<file path="config.mk">
export PLATFORM = sky130hd
export DESIGN_NAME = ccff_chain_loader
export DESIGN_NICKNAME = d
export VERILOG_FILES = /design/src/rtl/ccff_pkg.sv /design/src/rtl/ccff_chain_loader_piso.sv /design/src/rtl/ccff_chain_loader.sv
export SDC_FILE = /design/constraint.sdc
export NUM_CORES = 1
export LEC_CHECK = 0
export BUFFER_PORTS_ARGS = -buffer_cell sky130_fd_sc_hd__buf_2
export CAP_MARGIN = 20
export CORE_ASPECT_RATIO = 1.4
export CORE_MARGIN = 4
export CORE_UTILIZATION = 30
export CTS_CLUSTER_DIAMETER = 100
export CTS_CLUSTER_SIZE = 8
export DETAILED_ROUTE_END_ITERATION = 8
export PLACE_DENSITY = 0.44
export SYNTH_ARGS = -nofsm -noshare
export SYNTH_HDL_FRONTEND = slang
export SYNTH_SLANG_ARGS = --single-unit
export TNS_END_PERCENT = 100
</file>
<file path="constraint.sdc">
create_clock -name prog_clk -period 6.41 [get_ports prog_clk]
set_input_delay 0 -clock prog_clk [delete_from_list [all_inputs] [get_ports prog_clk]]
set_output_delay 0 -clock prog_clk [all_outputs]
set_load 0.005 [all_outputs]
</file>
<file path="src/rtl/ccff_pkg.sv">
// Shared types and helpers for the configuration flip-flop chain loader.
package ccff_pkg;

   typedef enum logic {
      CCFF_LOAD     = 1'b0,
      CCFF_READBACK = 1'b1
   } ccff_mode_e;

   localparam logic [1:0] ST_IDLE  = 2'd0;
   localparam logic [1:0] ST_FETCH = 2'd1;
   localparam logic [1:0] ST_SHIFT = 2'd2;
   localparam logic [1:0] ST_DONE  = 2'd3;

   function automatic int words_for_chain(input int len, input int w);
      return (len + w - 1) / w;
   endfunction

endpackage

</file>
<file path="src/rtl/ccff_chain_loader_piso.sv">
// Word-wide parallel-in/serial-out register, LSB first, with a last-bit flag.
module ccff_piso #(
   parameter int WORD_W = 8
) (
   input  logic              clk,
   input  logic              rst_n,
   input  logic              load,
   input  logic              shift,
   input  logic [WORD_W-1:0] din,
   output logic              sout,
   output logic              sout_next,
   output logic              last_bit
);
   localparam int POS_W = (WORD_W > 1) ? $clog2(WORD_W) : 1;

   logic [WORD_W-1:0] sreg;
   logic [WORD_W-1:0] sreg_shr;
   logic [POS_W-1:0]  pos;

   assign sreg_shr  = sreg >> 1;
   assign sout      = sreg[0];
   assign sout_next = sreg_shr[0];
   assign last_bit  = (pos == POS_W'(WORD_W - 1));

   always_ff @(posedge clk or negedge rst_n) begin
      if (!rst_n) begin
         sreg <= '0;
         pos  <= '0;
      end else if (load) begin
         sreg <= din;
         pos  <= '0;
      end else if (shift) begin
         sreg <= sreg_shr;
         pos  <= pos + 1'b1;
      end
   end

endmodule

</file>
<file path="src/rtl/ccff_chain_loader.sv">
// Host-side driver that loads or reads back (non-destructively) the ccff chain.
module ccff_chain_loader
   import ccff_pkg::*;
#(
   parameter int WORD_W    = 8,
   parameter int CHAIN_LEN = 400,
   parameter int CNT_W     = $clog2(CHAIN_LEN + 1)
) (
   input  logic              prog_clk,
   input  logic              prog_reset_n,
   input  logic              start,
   input  logic              mode,
   input  logic [WORD_W-1:0] word_data,
   input  logic              word_valid,
   output logic              word_ready,
   output logic              ccff_head,
   input  logic              ccff_tail,
   output logic              chain_clk_en,
   output logic              busy,
   output logic              done,
   output logic              mismatch,
   output logic [CNT_W-1:0]  mismatch_cnt
);
   localparam logic [CNT_W-1:0] LAST_IDX = CNT_W'(CHAIN_LEN - 1);

   logic [1:0]       state;
   ccff_mode_e       mode_q;
   logic [CNT_W-1:0] bit_cnt;
   logic             head_q;
   logic             sout;
   logic             sout_next;
   logic             last_bit;
   logic             final_bit;
   logic             handshake;
   logic             piso_shift;

   assign final_bit  = (bit_cnt == LAST_IDX);
   assign word_ready = (state == ST_FETCH) ||
                       ((state == ST_SHIFT) && last_bit && !final_bit);
   assign handshake  = word_valid && word_ready;
   assign piso_shift = (state == ST_SHIFT) && !last_bit && !final_bit;
   assign busy       = (state != ST_IDLE);
   assign done       = (state == ST_DONE);

   // Readback feeds the tail straight back so CHAIN_LEN shifts rotate the chain to its original contents.
   assign ccff_head  = ((state == ST_SHIFT) && (mode_q == CCFF_READBACK)) ? ccff_tail : head_q;

   ccff_piso #(
      .WORD_W (WORD_W)
   ) u_piso (
      .clk       (prog_clk),
      .rst_n     (prog_reset_n),
      .load      (handshake),
      .shift     (piso_shift),
      .din       (word_data),
      .sout      (sout),
      .sout_next (sout_next),
      .last_bit  (last_bit)
   );

   always_ff @(posedge prog_clk or negedge prog_reset_n) begin
      if (!prog_reset_n) begin
         state        <= ST_IDLE;
         mode_q       <= CCFF_LOAD;
         bit_cnt      <= '0;
         head_q       <= 1'b0;
         chain_clk_en <= 1'b0;
         mismatch     <= 1'b0;
         mismatch_cnt <= '0;
      end else begin
         case (state)
            ST_IDLE: begin
               if (start) begin
                  mode_q       <= mode ? CCFF_READBACK : CCFF_LOAD;
                  mismatch     <= 1'b0;
                  mismatch_cnt <= '0;
                  bit_cnt      <= '0;
                  state        <= ST_FETCH;
               end
            end
            ST_FETCH: begin
               if (handshake) begin
                  head_q       <= word_data[0];
                  chain_clk_en <= 1'b1;
                  state        <= ST_SHIFT;
               end
            end
            ST_SHIFT: begin
               bit_cnt <= bit_cnt + 1'b1;
               // The tail sampled here is the pre-shift bit, i.e. the next bit of the original stream.
               if ((mode_q == CCFF_READBACK) && (ccff_tail != sout)) begin
                  mismatch <= 1'b1;
                  if (mismatch_cnt != '1) begin
                     mismatch_cnt <= mismatch_cnt + 1'b1;
                  end
               end
               if (final_bit) begin
                  chain_clk_en <= 1'b0;
                  state        <= ST_DONE;
               end else if (last_bit) begin
                  if (handshake) begin
                     head_q <= word_data[0];
                  end else begin
                     chain_clk_en <= 1'b0;
                     state        <= ST_FETCH;
                  end
               end else begin
                  head_q <= sout_next;
               end
            end
            ST_DONE: begin
               state <= ST_IDLE;
            end
            default: begin
               state <= ST_IDLE;
            end
         endcase
      end
   end

endmodule

</file>
==> impl_results.md <==
- Startpoint Class: flop
- #FFs+latches synth: 35
- P&R area growth vs syn: 19.3%
- Ports: 29
- Setup TNS: 0 ps
- Num CTS Buffers: 5
- Synthesized cell area: about 2000 sq um
- Leak: around 1.1 nW
- Area share of the leading cell type in the synthesized netlist: 0.447
- Die Ht: between 100 and 150 um
- Async set-or-reset flop fraction in the synthesized netlist: 1.00
- Routed length per instance: 14.3 um
- Site row count: 34
- Final critical-path required period: 2570 ps
- CP Cell Sequence: nand2b_1, a311oi_4, mux2_2, mux2_1
- Worst Path Buf+Inv: 0
- Share of cells above drive strength 1: 0.256
- CTS H-tree depth: 2
- Max Buffers Root-to-Sink: 2
- Fin. Hold Viols: 0
- DRC violations left: 0
- DR vias: 1504
- GR Util met3: 0.0260
- Synth area leader: dfrtp_1
- VDD IR max: ~0.16 mV
- Pint: approximately 0.56 mW
- Worst Max-Slew Pin Slew: ~830 ps
- Max-Cap Viols: 0
- GR Util met2: 0.201
- GRT Total Usage: 0.117
- Slowest Stage Delay on Critical Path: between 800 and 900 ps
- Kind of critical path: reg2reg
- Crit path max-delay cell type: a311oi_4
- Final #Nets: between 200 and 250
- Pwr per Cell Area: about 380 nW/um^2
- Final Worst Setup Slack: 3840 ps
- Syn Area/Cell: 10.5 sq um
- Worst skew pair latency: between 200 and 300 ps
- DIE WIDTH: 76.3 um
- Place WS: approximately 3900 ps
- Most Used Layer, Global Route: met2
- Hold slack: 69.6 ps
- Ranking of synthesized cells by area: dfrtp_1 (45%), mux2_2 (5.2%), mux2_4 (4.6%), nand2_1 (3.6%), ha_1 (3.2%)
- GR Layer Usage met1: 0.141
- IO Port Bufs: 28
- WP data required: roughly 6600 ps
- CP arrival: 2730 ps
- Initial core utilization: 0.311
- Count leader, synth: dfrtp_1
- Global-route wire length before repair: 7550 um
- Pin count of the biggest net entering global routing: 36
- DRT iter0 DRCs: 32
- Clock share of power: 0.175
- Number of library cell types mapped by synthesis: 47
- Hold crit path type: in2reg
- Detailed Place HPWL: slightly above 3000 um
- DRT Pass-1 Iters: 4
- Syn Inst Count: roughly 190
- Number of synthesized flops with an enable pin: 0
- Seq/Total Area, Yosys: 0.447
- Net Sw Frac: 0.366
- Layout Skew: ~6.9 ps
- Initial antenna violation count: 0
- Clock Sinks: 35
- Crit end category: flop
- Routed wire length: about 4300 um
- Routability cong.: 0.751
- Crit-path max FO: 13
- NetSw: ~0.32 mW
- CTS tree: done
- Vias in the first global route: between 1500 and 2000
- Clock slew at reported path FFs: ~70 ps
- Synth Warn #: 0
- Power share of the combinational group: 0.427
- Fin. max-slew vios: 0
- Post-CTS Resized: 0
- Number of diodes: 0
- Top delay family on crit path: compound AO/OA/AOI/OAI gates
- Top post-synthesis cells by count: dfrtp_1 (35), nand2_1 (19), nor2_1 (13)
- Status: completed
- FMAX: around 390 MHz
- Root Buffer: clkbuf_8
- Sequential share of power: 0.398
- Vias per cell: just over 5
- Period Utilization, post-route: 0.400
- Antenna violation net count after detailed routing: 0
- RSZ-0062 raised after global routing: false
- Most used DFF post-synth: dfrtp_1
- Max transition margin: 0.450
- Mapped Nets: 206
- Congestion Overflow GR: 0
- Postcts setup bufs: 0
- Final setup fails: 0
- Core area: 6300 sq um
- Die ar.: between 7000 and 8000 sq um
[flip-flops by register name, summed over array words and instances (netlist names)]
name / flops
u_piso.pos: 3
head_q: 1
bit_cnt: 9
state: 2
chain_clk_en: 1
mismatch_cnt: 9
u_piso.sreg: 8
mismatch: 1
mode_q: 1
[worst paths after layout]
kind                                        start                           to  slack [ps]  cells past startpoint
max in group asynchronous            prog_reset_n       bit_cnt[0]$_DFFE_PN0P_        5540                      2
min in group asynchronous            prog_reset_n  mismatch_cnt[2]$_DFFE_PN0P_         340                      2
max                          state[1]$_DFFE_PN0P_   u_piso.sreg[0]$_DFFE_PN0P_        3840                      4
max reg2reg                  state[1]$_DFFE_PN0P_   u_piso.sreg[0]$_DFFE_PN0P_        3840                      4
min                                         start         state[0]$_DFFE_PN0P_          70                      3
min reg2reg                bit_cnt[8]$_DFFE_PN0P_       bit_cnt[8]$_DFFE_PN0P_         480                      1
[cells in the final DEF, fill, tap and decap left out, types with 3 or more instances in the layout]
master,n
xnor2_1,4
nand4_1,3
o21ai_0,10
and2_1,4
nor2_1,13
nand2_1,19
clkbuf_8,5
mux2_2,9
ha_1,5
and3_1,5
nor2b_1,3
nand2b_1,4
xor2_1,3
dlygate4sd3_1,11
dfrtp_1,35
mux2i_1,6
buf_2,28
nand3_1,11
mux2_4,6
a21oi_1,4
o21ai_1,5
[cells by family (layout without fill, tap and decap cells)]
family / count (synthesis) / after routing / share of synthesized area
simple gates: 75 / 75 / 0.208
xor+xnor: 7 / 7 / 0.0313
flops: 35 / 35 / 0.447
fa+ha+maj: 5 / 5 / 0.0319
mux: 22 / 22 / 0.134
compound gates: 34 / 34 / 0.121
buf+inv: 9 / 49 / 0.0262
[metrics by stage]
| step | cell area [sq um] | util | power (mW) | cells |
|---|---|---|---|---|
| 3_5_place_dp | 2140 | 0.341 | 0.731 | 280 |
| 6_report | 2340 | 0.371 | 0.879 | 299 |
| 3_3_place_gp | 2140 | 0.341 | 0.731 | 280 |
| 4_1_cts | 2340 | 0.371 | 0.899 | 299 |
| 5_1_grt | 2340 | 0.371 | 0.966 | 299 |
| 2_1_floorplan | 1960 | - | 0.645 | 187 |
[power by group through the flow]
stage	Sequential (mW)	Clock (mW)	Combinational, mW
floorplan	0.329	0	0.316
global placement	0.353	0	0.378
detailed placement	0.355	0	0.376
CTS	0.351	0.164	0.384
global route	0.363	0.175	0.427
finish	0.350	0.154	0.375
[area by class of cell]
class	instances	area (sq um)
Fill cell	645	3960
Multi-Input combinational cell	143	1030
Sequential cell	35	876
Timing Repair Buffer	39	250
Tap cell	72	90.1
Clock buffer	7	76.3
Inverter	2	7.51
Clock inverter	1	5.00
[worst min-delay path: cells and delay by family]
kind / cells / cell delay [ps]
buffers and inverters: 1 / 100
muxes: 1 / 60
AOI/OAI and AO/OA: 1 / 140
[metal layers]
layer  part of all wire  vias up
li1                   -      746
met5                  0        -
met3              0.040        6
met1               0.43      723
met4              0.016        0
met2               0.51       29
[repair_timing]
action	CTS	global route
endpoints found under the hold margin	45	0
hold buffers	11	0
setup endpoints to repair	0	0
Note: power is estimated with default switching activity, not from simulation.
